**src/rtl/lane_req_dispatcher.sv**
```systemverilog
`default_nettype none
// =============================================================================
// lane_req_dispatcher: broadcasts one request stream into per-lane FIFOs and
// merges per-lane completion reports into one done.  Rev 1.0
// =============================================================================
module lane_req_dispatcher #(
   parameter int NR_LANES   = 4,
   parameter int REQ_WIDTH  = 64,
   parameter int REQ_DEPTH  = 2,
   parameter int ID_WIDTH   = 3,
   parameter int DONE_DEPTH = 2
) (
   input  logic                          clk_i,
   input  logic                          rst_ni,
   input  logic                          req_valid_i,
   output logic                          req_ready_o,
   input  logic [REQ_WIDTH-1:0]          req_i,
   output logic [NR_LANES-1:0]           lane_req_valid_o,
   input  logic [NR_LANES-1:0]           lane_req_ready_i,
   output logic [NR_LANES*REQ_WIDTH-1:0] lane_req_o,
   input  logic [NR_LANES-1:0]           lane_done_valid_i,
   output logic [NR_LANES-1:0]           lane_done_ready_o,
   input  logic [NR_LANES*ID_WIDTH-1:0]  lane_done_id_i,
   output logic                          done_valid_o,
   input  logic                          done_ready_i,
   output logic [ID_WIDTH-1:0]           done_id_o,
   output logic                          id_mismatch_o
);
   localparam int RPTR_W = (REQ_DEPTH > 1) ? $clog2(REQ_DEPTH) : 1;
   localparam int RCNT_W = $clog2(REQ_DEPTH + 1);
   localparam int DPTR_W = (DONE_DEPTH > 1) ? $clog2(DONE_DEPTH) : 1;
   localparam int DCNT_W = $clog2(DONE_DEPTH + 1);

   localparam logic [RPTR_W-1:0] R_LAST = RPTR_W'(REQ_DEPTH - 1);
   localparam logic [RCNT_W-1:0] R_FULL = RCNT_W'(REQ_DEPTH);
   localparam logic [DPTR_W-1:0] D_LAST = DPTR_W'(DONE_DEPTH - 1);
   localparam logic [DCNT_W-1:0] D_FULL = DCNT_W'(DONE_DEPTH);

   logic [NR_LANES-1:0] req_room;
   logic                req_push;
   logic [NR_LANES-1:0] done_present;
   logic                done_pop;
   logic [ID_WIDTH-1:0] done_head [NR_LANES];
   logic                id_diff;

   // Ready looks only at registered counts, so upstream never sees lane ready.
   assign req_ready_o  = &req_room;
   assign req_push     = req_valid_i & req_ready_o;
   assign done_valid_o = &done_present;
   assign done_pop     = done_valid_o & done_ready_i;
   assign done_id_o    = done_head[0];

   for (genvar i = 0; i < NR_LANES; i++) begin : g_lane
      logic [REQ_WIDTH-1:0] req_mem [REQ_DEPTH];
      logic [RPTR_W-1:0]    req_wptr;
      logic [RPTR_W-1:0]    req_rptr;
      logic [RCNT_W-1:0]    req_cnt;
      logic                 req_pop;
      logic [ID_WIDTH-1:0]  done_mem [DONE_DEPTH];
      logic [DPTR_W-1:0]    done_wptr;
      logic [DPTR_W-1:0]    done_rptr;
      logic [DCNT_W-1:0]    done_cnt;
      logic                 done_push;

      assign req_room[i]         = (req_cnt < R_FULL);
      assign lane_req_valid_o[i] = (req_cnt != '0);
      assign lane_req_o[i*REQ_WIDTH +: REQ_WIDTH] = req_mem[req_rptr];
      assign req_pop             = lane_req_valid_o[i] & lane_req_ready_i[i];

      always_ff @(posedge clk_i or negedge rst_ni) begin
         if (!rst_ni) begin
            req_wptr <= '0;
            req_rptr <= '0;
            req_cnt  <= '0;
         end else begin
            if (req_push) req_wptr <= (req_wptr == R_LAST) ? '0 : req_wptr + RPTR_W'(1);
            if (req_pop)  req_rptr <= (req_rptr == R_LAST) ? '0 : req_rptr + RPTR_W'(1);
            if (req_push && !req_pop)      req_cnt <= req_cnt + RCNT_W'(1);
            else if (!req_push && req_pop) req_cnt <= req_cnt - RCNT_W'(1);
         end
      end

      always_ff @(posedge clk_i) begin
         if (req_push) req_mem[req_wptr] <= req_i;
      end

      assign lane_done_ready_o[i] = (done_cnt < D_FULL);
      assign done_present[i]      = (done_cnt != '0);
      assign done_head[i]         = done_mem[done_rptr];
      assign done_push            = lane_done_valid_i[i] & lane_done_ready_o[i];

      always_ff @(posedge clk_i or negedge rst_ni) begin
         if (!rst_ni) begin
            done_wptr <= '0;
            done_rptr <= '0;
            done_cnt  <= '0;
         end else begin
            if (done_push) done_wptr <= (done_wptr == D_LAST) ? '0 : done_wptr + DPTR_W'(1);
            if (done_pop)  done_rptr <= (done_rptr == D_LAST) ? '0 : done_rptr + DPTR_W'(1);
            if (done_push && !done_pop)      done_cnt <= done_cnt + DCNT_W'(1);
            else if (!done_push && done_pop) done_cnt <= done_cnt - DCNT_W'(1);
         end
      end

      always_ff @(posedge clk_i) begin
         if (done_push) done_mem[done_wptr] <= lane_done_id_i[i*ID_WIDTH +: ID_WIDTH];
      end
   end

   always_comb begin
      id_diff = 1'b0;
      for (int k = 1; k < NR_LANES; k++) begin
         if (done_head[k] != done_head[0]) id_diff = 1'b1;
      end
   end

   // Sticky until reset; merged dones keep flowing after a mismatch.
   always_ff @(posedge clk_i or negedge rst_ni) begin
      if (!rst_ni)                  id_mismatch_o <= 1'b0;
      else if (done_pop && id_diff) id_mismatch_o <= 1'b1;
   end

endmodule
`default_nettype wire

```
**config.mk**
```make
export PLATFORM = sky130hd
export DESIGN_NAME = lane_req_dispatcher
export DESIGN_NICKNAME = d
export VERILOG_FILES = /design/src/rtl/lane_req_dispatcher.sv
export SDC_FILE = /design/constraint.sdc
export NUM_CORES = 1
export LEC_CHECK = 0
export CORE_MARGIN = 2
export CORE_UTILIZATION = 35
export CTS_CLUSTER_DIAMETER = 150
export DETAILED_ROUTE_END_ITERATION = 6
export PLACE_DENSITY = 0.58
export RECOVER_POWER = 25
export SYNTH_ARGS = -nofsm -noshare
export SYNTH_HDL_FRONTEND = slang
export SYNTH_SLANG_ARGS = --single-unit
```
**constraint.sdc**
```tcl
create_clock -name clk_i -period 5.8 [get_ports clk_i]
set_input_delay 0.58 -clock clk_i [delete_from_list [all_inputs] [get_ports clk_i]]
set_output_delay 0.58 -clock clk_i [all_outputs]
set_load 0.01 [all_outputs]
```
==> flow_summary.ini <==
[status]
status = finished, violations left
violations = max-capacitance violations, max-slew violations

[power]
p_comb_share_pct = 27.0
total_power_mw = 12.3
power.density_nw_per_um2 = 451
peakVddDrop_v = 0.000260
swShare_pct = 28.0
intPower_mw = 8.85
power_switching_mw = 3.44
p_seq_share_pct = 44.0
p_leak_nw = 8.99
pwr-share-clk_pct = 29.0

[hold_path]
hold_path.class = flip-flop to flip-flop

[logic_synthesis]
synth_area_leaders = edfxtp_1, mux2_2, dfrtp_1
ys_seq_area_share_pct = 81.3
synth_top_area_share_pct = 77.3
synth_seq_cells = 569
syn_area_per_cell_um2 = 21.4
yosys_warnings = 0
syn-cell-area_um2 = 20800
synthesis.nets = 1071
synth_area_leader_cell = edfxtp_1
synthesis.instances = 975
ys_types = 25

[sta]
finalHoldViolCount = 0
fin_crit_sh_pct = 61.5
rsz0062_at_grt = false
relSlewSlack_pct = -26.3
fmax_mhz = 281
finalSetupViolCount = 0
slew_violations = 34
worst_pin_slew_ns = 1.89
skew_ns = 0.0260
fin_crit_ns = 3.56
finalSetupTns_ns = 0

[critical_path]
worstSetupEndpointType = primary output
cp.required_ns = 5.22
cp.arrival_ns = 2.98
worstSetupStartpointType = flip-flop
crit_type = flip-flop to primary output
crit_fanout = 38

[drt]
via_per_inst = 4.64
first_pass_iters = 6
drt-initial-drc-count = 434
wl_um = 48200
ant_nets = 0
num_vias = 10200
drc = 0
post_drt_wl_per_cell_um = 22.0

[clock_network]
cts_buffers = 60
worst_skew_pair.late_latency_ns = 0.63
cts.reportedPaths.clkPinSlew_ns = 0.06
cts_setup_buffers = 0
htreeDepth = 2
cts-resized-gates = 0
holdBufCountCts = 0
cts_tree = built
root_buffer = clkbuf_16
clk_path_buf_depth = 3
clock-sinks = 569

[final_layout]
n_fill_cell = 5009
nets = 1469
drive_gt1_share_pct = 25.4
syn_to_final_growth_pct = 30.7

[placement]
gp_congestion = 0.733
dp_hpwl_um = 29300
numPortBuffers = 357

[job]
maxCapViolCount = 1

[floorplan]
die_y_um = 248
core_area_um2 = 58900
initial_core_util_pct = 35.3
io_pins = 358
die_area_um2 = 61500
die_w_um = 248
rows = 89

[grt]
track_usage_pct = 15.6
antenna_found_initial = 1
grt_max_degree = 66
grt_pass1_vias = 10700
gr-total-overflow = 0
grt_pass1_wl_um = 70000
-- metal layers --
metal,track usage (%),wire (um),vias to the layer above
met2,26.6,24300,265
met4,4.60,1050,0
met1,18.8,19400,5210
li1,-,-,4614
met5,0,0,-
met3,4.88,3500,71
-- flip-flops by register name, summed over array words and instances (netlist names), 4 cells and up --
register,count
g_lane.req_mem,512
g_lane.done_mem,24
g_lane.done_cnt,8
g_lane.req_cnt,8
g_lane.done_rptr,4
g_lane.done_wptr,4
g_lane.req_rptr,4
g_lane.req_wptr,4
-- power groups by stage --
| stage | clock network (mW) | registers (mW) | logic, mW |
|---|---|---|---|
| 2_1_floorplan | 0 | 5.10 | 1.91 |
| 3_3_place_gp | 0 | 5.50 | 3.37 |
| 3_5_place_dp | 0 | 5.51 | 3.38 |
| 4_1_cts | 3.68 | 5.43 | 3.40 |
| 5_1_grt | 3.84 | 5.48 | 3.55 |
| 6_report | 3.57 | 5.40 | 3.32 |
-- cell usage after synthesis --
cell / number
a222oi_1: 1
and2_1: 4
and3_1: 4
buf_2: 9
buf_6: 1
clkbuf_1: 20
clkbuf_2: 2
dfrtp_1: 33
edfxtp_1: 536
ha_1: 8
inv_1: 8
mux2_2: 256
mux2i_1: 12
nand2_1: 5
nand2_2: 1
nand4_1: 3
nor2_1: 13
nor2b_1: 8
nor4_1: 1
o21bai_1: 1
o22ai_1: 2
or2_2: 4
or4_1: 3
xnor2_1: 24
xor2_1: 16
-- critical path, cell delays in order (launching register included) --
cell             delay [ns]
dfrtp_4                0.88
buf_4                  0.54
mux2_2                 0.39
clkdlybuf4s50_1        0.53
-- cell usage in the layout (no fill, tap or decap), types with 9 or more instances in the layout --
master / instances
edfxtp_1: 536
clkdlybuf4s50_1: 305
mux2_2: 256
clkbuf_16: 60
dlygate4sd3_1: 52
dfrtp_1: 29
xnor2_1: 24
clkbuf_1: 18
xor2_1: 16
mux2i_1: 12
clkinv_1: 11
nor2_1: 9
-- per-stage QoR --
step	util [%]	hold WS [ns]	instances	cell area, um^2	worst slack, ns
after floorplan	-	0.284	975	20800	1.14
after global placement	43.1	0.467	2084	25400	2.38
after detailed placement	43.1	0.472	2084	25400	2.31
after global routing	46.2	0.504	2189	27200	2.01
final	46.2	0.480	2191	27200	2.24
after CTS	46.2	0.345	2189	27200	2.11
-- cell type report --
cell class / instances / area [um^2] / area share (%)
Inverter: 8 / 30.0 / 0.110
Antenna cell: 2 / 5.00 / 0.0184
Clock inverter: 26 / 234 / 0.859
Tap cell: 773 / 967 / 3.55
Timing Repair Buffer: 368 / 3680 / 13.5
Sequential cell: 569 / 16900 / 62.2
Multi-Input combinational cell: 366 / 3780 / 13.9
Clock buffer: 79 / 1590 / 5.85
-- logic make-up after synthesis --
kind of cell               synth area share (%)
buffers and inverters                     0.823
xor gates and xnor gates                   1.68
adders and majority gates                 0.481
muxes                                      14.4
AOI/OAI and AO/OA                         0.144
DFF                                        81.3
and+or+nand+nor                            1.18
-- worst paths after layout --
path | endpoint | from | depth (start not counted) | slack (ns)
setup / recovery | lane_req_o[21] | g_lane[0].req_rptr$_DFFE_PN0P_ | 3 | 2.24
hold / removal | g_lane[1].done_wptr$_DFFE_PN0N_ | g_lane[1].done_wptr$_DFFE_PN0N_ | 1 | 0.48
setup reg to reg | g_lane[3].req_mem[0][32]$_DFFE_PP_ | g_lane[1].req_cnt[1]$_DFFE_PN0P_ | 4 | 2.43
hold reg to reg | g_lane[1].done_wptr$_DFFE_PN0N_ | g_lane[1].done_wptr$_DFFE_PN0N_ | 1 | 0.48
max in group asynchronous | g_lane[1].req_rptr$_DFFE_PN0P_ | rst_ni | 2 | 3.44
min in group asynchronous | g_lane[3].done_wptr$_DFFE_PN0N_ | rst_ni | 2 | 1.01
Power figures use the tool's default switching activity.
